--- src/rtl/d5m_stream_packer_pkg.sv ---
// rtl/d5m_stream_packer_pkg.sv - shared beat type, FSM states and colour-bar helper for d5m_stream_packer
package d5m_stream_packer_pkg;

  localparam int D5M_DATA_W = 24;
  localparam int D5M_BAR_SHIFT = 5;  // bar index is x[7:5]: 32-pixel-wide bars

  typedef struct packed {
    logic                  tuser;
    logic                  tlast;
    logic [D5M_DATA_W-1:0] tdata;
  } d5m_beat_t;

  typedef enum logic [1:0] {
    IDLE,
    ACTIVE,
    DROP
  } d5m_pack_state_e;

  // Bar i -> {R,G,B} with each channel fully on or off from one bit of i
  function automatic logic [D5M_DATA_W-1:0] bar_colour(input logic [2:0] i);
    return {{8{i[2]}}, {8{i[1]}}, {8{i[0]}}};
  endfunction

endpackage

--- src/rtl/d5m_stream_packer_if.sv ---
// rtl/d5m_stream_packer_if.sv - AXI4-Stream video bus carrying packed D5M pixels
interface d5m_stream_packer_if;
  import d5m_stream_packer_pkg::*;

  logic                  tvalid;
  logic                  tready;
  logic                  tlast;
  logic                  tuser;
  logic [D5M_DATA_W-1:0] tdata;

  modport master (output tvalid, output tlast, output tuser, output tdata, input tready);
  modport slave  (input tvalid, input tlast, input tuser, input tdata, output tready);

endinterface

--- src/rtl/d5m_stream_packer_fifo.sv ---
// rtl/d5m_stream_packer_fifo.sv - sync beat FIFO with a registered stream output stage
module d5m_stream_fifo
  import d5m_stream_packer_pkg::*;
#(
  parameter int DEPTH = 16
) (
  input  logic                pixclk,
  input  logic                reset,
  input  logic                push,
  input  d5m_beat_t           push_beat,
  output logic                push_ready,
  d5m_stream_packer_if.master m_axis
);

  localparam int AW = $clog2(DEPTH);
  localparam logic [AW:0] FULL_CNT = (AW + 1)'(DEPTH);

  d5m_beat_t      mem [DEPTH];
  logic [AW-1:0]  wr_ptr;
  logic [AW-1:0]  rd_ptr;
  logic [AW:0]    count;
  logic           out_v;
  d5m_beat_t      out_b;
  logic           pop;
  logic           do_push;

  // Refill the output register whenever it is empty or its beat is being taken;
  // a push into a full FIFO is still accepted when a pop frees a slot the same cycle.
  assign pop        = (count != '0) && (!out_v || m_axis.tready);
  assign push_ready = (count != FULL_CNT) || pop;
  assign do_push    = push && push_ready;

  assign m_axis.tvalid = out_v;
  assign m_axis.tlast  = out_b.tlast;
  assign m_axis.tuser  = out_b.tuser;
  assign m_axis.tdata  = out_b.tdata;

  // Storage array write port, no reset needed on payload
  always_ff @(posedge pixclk) begin
    if (do_push) mem[wr_ptr] <= push_beat;
  end

  // Pointers, occupancy and registered output; output holds while stalled
  always_ff @(posedge pixclk) begin
    if (reset) begin
      wr_ptr <= '0;
      rd_ptr <= '0;
      count  <= '0;
      out_v  <= 1'b0;
      out_b  <= '0;
    end else begin
      if (do_push) wr_ptr <= wr_ptr + AW'(1);
      if (pop) begin
        out_b  <= mem[rd_ptr];
        rd_ptr <= rd_ptr + AW'(1);
      end
      out_v <= pop || (out_v && !m_axis.tready);
      if (do_push && !pop)      count <= count + (AW + 1)'(1);
      else if (!do_push && pop) count <= count - (AW + 1)'(1);
    end
  end

endmodule

--- src/rtl/d5m_stream_packer.sv ---
// rtl/d5m_stream_packer.sv - D5M fval/lval pixel bus to AXI4-Stream video packer (optional D5M_PACK_PATTERN_EN colour bars)
module d5m_stream_packer
  import d5m_stream_packer_pkg::*;
#(
  parameter int DATA_W     = D5M_DATA_W,
  parameter int FIFO_DEPTH = 16,
  parameter int CNT_W      = 16
) (
  input  logic                pixclk,
  input  logic                reset,
  input  logic                enable,
  input  logic                ifval,
  input  logic                ilval,
  input  logic [DATA_W-1:0]   idata,
`ifdef D5M_PACK_PATTERN_EN
  input  logic                pattern_sel,
`endif
  d5m_stream_packer_if.master m_axis,
  output logic                overflow,
  output logic [CNT_W-1:0]    frame_count
);

  d5m_pack_state_e       state, state_nxt;
  logic                  ifval_q;
  logic                  lv, lv_q;
  logic                  hold_v;
  logic [DATA_W-1:0]     hold_d;
  logic [DATA_W-1:0]     pix;
  logic                  sof;
  logic                  push, push_tlast, push_ready;
  logic                  capture, hold_clr, frame_done, drop, start;
  d5m_beat_t             push_beat;

  // Line valid only counts inside a frame
  assign lv = ifval && ilval;

`ifdef D5M_PACK_PATTERN_EN
  logic [7:0] x_pos;

  // Horizontal pixel position within the current line, restarts when lval drops
  always_ff @(posedge pixclk) begin
    if (reset) x_pos <= '0;
    else       x_pos <= lv ? x_pos + 8'd1 : 8'd0;
  end

  assign pix = pattern_sel ? bar_colour(x_pos[7:D5M_BAR_SHIFT]) : idata;
`else
  assign pix = idata;
`endif

  assign push_beat = '{tuser: sof, tlast: push_tlast, tdata: hold_d};

  // Next-state and per-cycle actions: hold register shifting, EOL tagging, drop detection
  always_comb begin
    state_nxt  = state;
    push       = 1'b0;
    push_tlast = 1'b0;
    capture    = 1'b0;
    hold_clr   = 1'b0;
    frame_done = 1'b0;
    drop       = 1'b0;
    start      = 1'b0;
    unique case (state)
      IDLE: begin
        if (ifval && !ifval_q && enable) begin
          state_nxt = ACTIVE;
          start     = 1'b1;
          capture   = lv;
        end
      end
      ACTIVE: begin
        if (!ifval) begin
          push       = hold_v;
          push_tlast = 1'b1;
          hold_clr   = 1'b1;
          frame_done = 1'b1;
          state_nxt  = IDLE;
        end else if (lv) begin
          push    = hold_v;
          capture = 1'b1;
        end else if (lv_q && hold_v) begin
          push       = 1'b1;
          push_tlast = 1'b1;
          hold_clr   = 1'b1;
        end
        if (push && !push_ready) begin
          drop       = 1'b1;
          frame_done = 1'b0;
          state_nxt  = ifval ? DROP : IDLE;
        end
      end
      DROP: begin
        if (!ifval) state_nxt = IDLE;
      end
      default: state_nxt = IDLE;
    endcase
  end

  // State, edge-detect history, hold register, SOF flag and status counters
  always_ff @(posedge pixclk) begin
    if (reset) begin
      state       <= IDLE;
      ifval_q     <= 1'b1;  // a frame already in flight at reset must not look like a rising edge
      lv_q        <= 1'b0;
      hold_v      <= 1'b0;
      hold_d      <= '0;
      sof         <= 1'b0;
      overflow    <= 1'b0;
      frame_count <= '0;
    end else begin
      state   <= state_nxt;
      ifval_q <= ifval;
      lv_q    <= lv;
      if (start)                   sof <= 1'b1;
      else if (push && push_ready) sof <= 1'b0;
      if (drop || hold_clr) begin
        hold_v <= 1'b0;
      end else if (capture) begin
        hold_v <= 1'b1;
        hold_d <= pix;
      end
      if (drop)       overflow    <= 1'b1;
      if (frame_done) frame_count <= frame_count + CNT_W'(1);
    end
  end

  d5m_stream_fifo #(
    .DEPTH (FIFO_DEPTH)
  ) u_fifo (
    .pixclk     (pixclk),
    .reset      (reset),
    .push       (push),
    .push_beat  (push_beat),
    .push_ready (push_ready),
    .m_axis     (m_axis)
  );

endmodule
--- src/flat_wrapper.sv ---
// flat-port wrapper written by rule: the top's interface ports become plain ports
module d5m_stream_packer_flat import d5m_stream_packer_pkg::*;
#(
  parameter int DATA_W     = D5M_DATA_W,
  parameter int FIFO_DEPTH = 16,
  parameter int CNT_W      = 16
)
  (pixclk, reset, enable, ifval, ilval, idata, overflow, frame_count, m_axis_tvalid, m_axis_tlast, m_axis_tuser, m_axis_tdata, m_axis_tready);
  d5m_stream_packer_if m_axis_i ();
  input  logic pixclk;
  input  logic reset;
  input  logic enable;
  input  logic ifval;
  input  logic ilval;
  input  logic [DATA_W-1:0] idata;
  output logic overflow;
  output logic [CNT_W-1:0] frame_count;
  output wire logic [$bits(m_axis_i.tvalid)-1:0] m_axis_tvalid;
  output wire logic [$bits(m_axis_i.tlast)-1:0] m_axis_tlast;
  output wire logic [$bits(m_axis_i.tuser)-1:0] m_axis_tuser;
  output wire logic [$bits(m_axis_i.tdata)-1:0] m_axis_tdata;
  input wire logic [$bits(m_axis_i.tready)-1:0] m_axis_tready;
  assign m_axis_tvalid = m_axis_i.tvalid;
  assign m_axis_tlast = m_axis_i.tlast;
  assign m_axis_tuser = m_axis_i.tuser;
  assign m_axis_tdata = m_axis_i.tdata;
  assign m_axis_i.tready = m_axis_tready;
  d5m_stream_packer #(.DATA_W(DATA_W), .FIFO_DEPTH(FIFO_DEPTH), .CNT_W(CNT_W)) u_core (.pixclk(pixclk), .reset(reset), .enable(enable), .ifval(ifval), .ilval(ilval), .idata(idata), .m_axis(m_axis_i), .overflow(overflow), .frame_count(frame_count));
endmodule
--- config.mk ---
export PLATFORM = sky130hd
export DESIGN_NAME = d5m_stream_packer_flat
export DESIGN_NICKNAME = d
export VERILOG_FILES = /design/src/rtl/d5m_stream_packer_pkg.sv /design/src/rtl/d5m_stream_packer_if.sv /design/src/rtl/d5m_stream_packer_fifo.sv /design/src/rtl/d5m_stream_packer.sv /design/src/flat_wrapper.sv
export SDC_FILE = /design/constraint.sdc
export NUM_CORES = 1
export LEC_CHECK = 0
export ABC_AREA = 1
export BUFFER_PORTS_ARGS = -buffer_cell sky130_fd_sc_hd__buf_2
export CAP_MARGIN = 20
export CELL_PAD_IN_SITES_DETAIL_PLACEMENT = 1
export CELL_PAD_IN_SITES_GLOBAL_PLACEMENT = 2
export CORE_MARGIN = 4
export CORE_UTILIZATION = 37
export CTS_CLUSTER_DIAMETER = 100
export DETAILED_ROUTE_END_ITERATION = 16
export PLACE_DENSITY_LB_ADDON = 0.2
export SLEW_MARGIN = 30
export SYNTH_ARGS = -nofsm -noshare
export SYNTH_HDL_FRONTEND = slang
export SYNTH_SLANG_ARGS = --single-unit
--- constraint.sdc ---
create_clock -name pixclk -period 3.6 [get_ports pixclk]
set_clock_uncertainty 0.2 [all_clocks]
set_input_delay 0.18 -clock pixclk [delete_from_list [all_inputs] [get_ports pixclk]]
set_output_delay 0.18 -clock pixclk [all_outputs]
set_load 0.02 [all_outputs]
==> results by group <==
Run status
  • Status: finished, final reports clean

Floorplanning
  • Std cell rows: 88
  • Initial Utilization: around 37%
  • Die width: about 250 µm
  • Core ar.: about 0.058 mm²
  • I/O pins: 74
  • Chip Height: 250 µm
  • Die area: about 0.063 mm²

STA
  • Setup violators final: 0
  • Fin. Hold Viols: 0
  • Final worst path period need: around 2.7 ns
  • Fin crit share: between 70% and 80%
  • Slew Viols, Final: 0
  • Final setup TNS: 0 ns
  • Slew @ Worst Pin: around 0.96 ns
  • Max Clock Freq: 368 MHz
  • Normalized max-slew margin: a little over a third
  • RSZ-0062 raised after global routing: no

Clock network
  • H-Tree Depth: 2
  • CTS root buf: clkbuf_16
  • Post-CTS setup buffer count: 0
  • CTS tree: done
  • Clock buffer depth: 3
  • Worst-Skew Late Latency: just over 0.6 ns
  • Clk pin slew, worst setup/hold paths: 0.06 ns
  • CTS sink cnt: between 500 and 600
  • CTS buffer count: 55
  • CTS Hold Bufs: 38
  • PostCTS Resize Cnt: 0

Critical path
  • R2R setup slack: 0.88 ns
  • Worst R2R Path Depth: 13
  • Reg-to-Reg End: u_core.u_fifo.count[4]
  • Worst Path Required: about 3.9 ns
  • Crit path max fanout: 10
  • Worst Setup Start Kind: flop
  • CP Capture Type: flop
  • R2r startpoint: u_core.state[0]
  • Worst path arrival time: 3.05 ns
  • Kind of critical path: reg2reg

Finish
  • Non-Filler Instances: roughly 3200
  • Ant. Diodes: 0
  • Share of layout cells above drive strength 1: 9.00%
  • Final nets: 2418
  • Finished Cell Area: approximately 0.025 mm²
  • Final Util: 43.4%
  • Synth-to-layout area growth: 15.8%

Placed design
  • I/O Buffers: 73
  • Area post-placement: around 0.023 mm²
  • Placed Cells: roughly 3000
  • GPL Wtd Cong: about 0.79
  • Post-DP HPWL: between 30000 and 40000 µm

Pwr
  • VDD IR max: ~0.41 mV
  • Total power: approximately 16 mW
  • Cell area power density: between 600 and 700 mW/mm²
  • Leak: 10.7 nW

Yosys
  • Mapped Nets: 2317
  • Count of cell types in the netlist: 30
  • Yosys warns: 0
  • Register area share after synthesis: around two thirds
  • Synthesized instance count: roughly 2300
  • Synth Register Bits: a little over 500
  • Ranking of synthesized cells by area: edfxtp_1 58%, nand2_1 14%, dfxtp_1 8.0%, nand3_1 6.9%, inv_1 5.8%
  • Synthesized area per cell: about 9.5 µm²
  • Top cell type by total area after synthesis: edfxtp_1
  • Share of the synthesized area in the top cell type: between 50% and 60%
  • Top-count cell post-synth: nand2_1
  • Post-synth EDFFs: between 400 and 500
  • Mapped Area: around 0.022 mm²
  • Ys flop type: edfxtp_1
  • List of most frequent post-synthesis cells: 790 x nand2_1, 416 x edfxtp_1, 336 x inv_1
  • Fraction of registers with async set/reset: 0%

Global routing
  • Congestion Overflow GR: 0
  • Met1 Use GR: between 20% and 30%
  • Most Crowded Layer GR: met2
  • Vias in the first global route: around 16000
  • Initial antenna violation count: 3
  • First-pass GRT wire length: 97900 µm
  • Met2 usage: around a third
  • Largest net degree at the start of global routing: about 140
  • Total GRT Usage: about a fifth
  • GRT met3 Usage: ~2.5%

Detailed routing
  • Antenna Nets Post-Route: 0
  • Vias per cell: between 4 and 5
  • Avg WL per Cell: slightly below 20 µm
  • Initial DRC count: between 900 and 1000
  • Routed wire length: around 63000 µm
  • DR vias: about 16000
  • Pre-antenna DRT Iters: 4
  • Final routed DRC violation total: 0

Min path
  • HP Class: in2reg
  • Min-delay src: idata[11]
  • Hold depth: 6
  • Min-Delay Endpoint: u_core.hold_d[11]

Flow run
  • Maxcap violations: 0
flip-flops by register name, indices dropped and copies added (netlist names), 2 cells and up:
name and flops:
u_core.hold_d 24, u_core.u_fifo.wr_ptr 4, u_core.u_fifo.m_axis.tdata 24, u_core.u_fifo.rd_ptr 4, u_core.u_fifo.count 5, u_core.frame_count 16
u_core.u_fifo.mem 416, u_core.state 2
through the flow:
stage	hold slack, ns	setup slack (ns)
2_1_floorplan	0.0901	0.754
3_3_place_gp	0.235	0.911
3_5_place_dp	0.243	0.872
4_1_cts	0.206	0.845
5_1_grt	0.266	0.549
6_report	0.246	0.881
metal layers:
layer	share of wire, %	wire [µm]
met1	47	29500
met2	48	30300
met3	3.9	2470
met4	1.6	998
met5	0	0
layout make-up:
class	count	area [µm²]
flip-flops and latches	503	14200
inverters	342	1290
well taps	765	957
repair buffers	153	1150
clock buffers	86	1550
fillers	6505	32800
clock inverters	17	116
multi-input cells	1321	5820
worst max-delay path, stage by stage (launching register included):
cell	delay, ns
dfxtp_1	0.31
inv_1	0.10
nor2_1	0.30
nand2_1	0.12
nor2_2	0.09
buf_4	0.16
ha_1	0.24
inv_1	0.12
ha_1	0.34
nand2_1	0.06
o21ai_0	0.23
xor2_1	0.18
nand2_1	0.07
a21oi_1	0.11
kinds of logic after synthesis:
kind of cell               synth area share (%)
DFF                                        65.6
and+or+nand+nor                            23.8
adders and majority gates                 0.726
AOI/OAI and AO/OA                          1.22
buffers and inverters                      8.13
xor gates and xnor gates                  0.525
cell usage in the layout (no fill, tap or decap), types with 35 or more instances in the layout:
cell and n:
dlygate4sd3_1 38, dfxtp_1 83, inv_1 334, nand3_1 301, edfxtp_1 416, nand2_1 790
clkbuf_16 56, buf_4 35, nor2_1 102, buf_2 73
report_power, final:
group,leakage (nW),total [mW],switching (mW),internal (mW)
Sequential,4.53,6.69,0.238,6.45
Clock,0.805,5.30,2.28,3.02
Combinational,5.37,4.02,2.83,1.20
worst max path at each step:
stage	startpoint	slack (ns)	cells after the start	endpoint
final	u_core.state[0]	0.88	13	u_core.u_fifo.count[4]
after global routing	u_core.state[0]	0.55	13	u_core.u_fifo.count[4]
after CTS	u_core.state[0]	0.85	13	u_core.u_fifo.count[4]
after detailed placement	u_core.state[0]	0.87	13	u_core.u_fifo.count[4]
after global placement	u_core.state[0]	0.91	13	u_core.u_fifo.count[3]
after floorplan	u_core.state[0]	0.75	6	u_core.u_fifo.mem[11][0]
No activity file was read; power rests on OpenSTA's default activity.
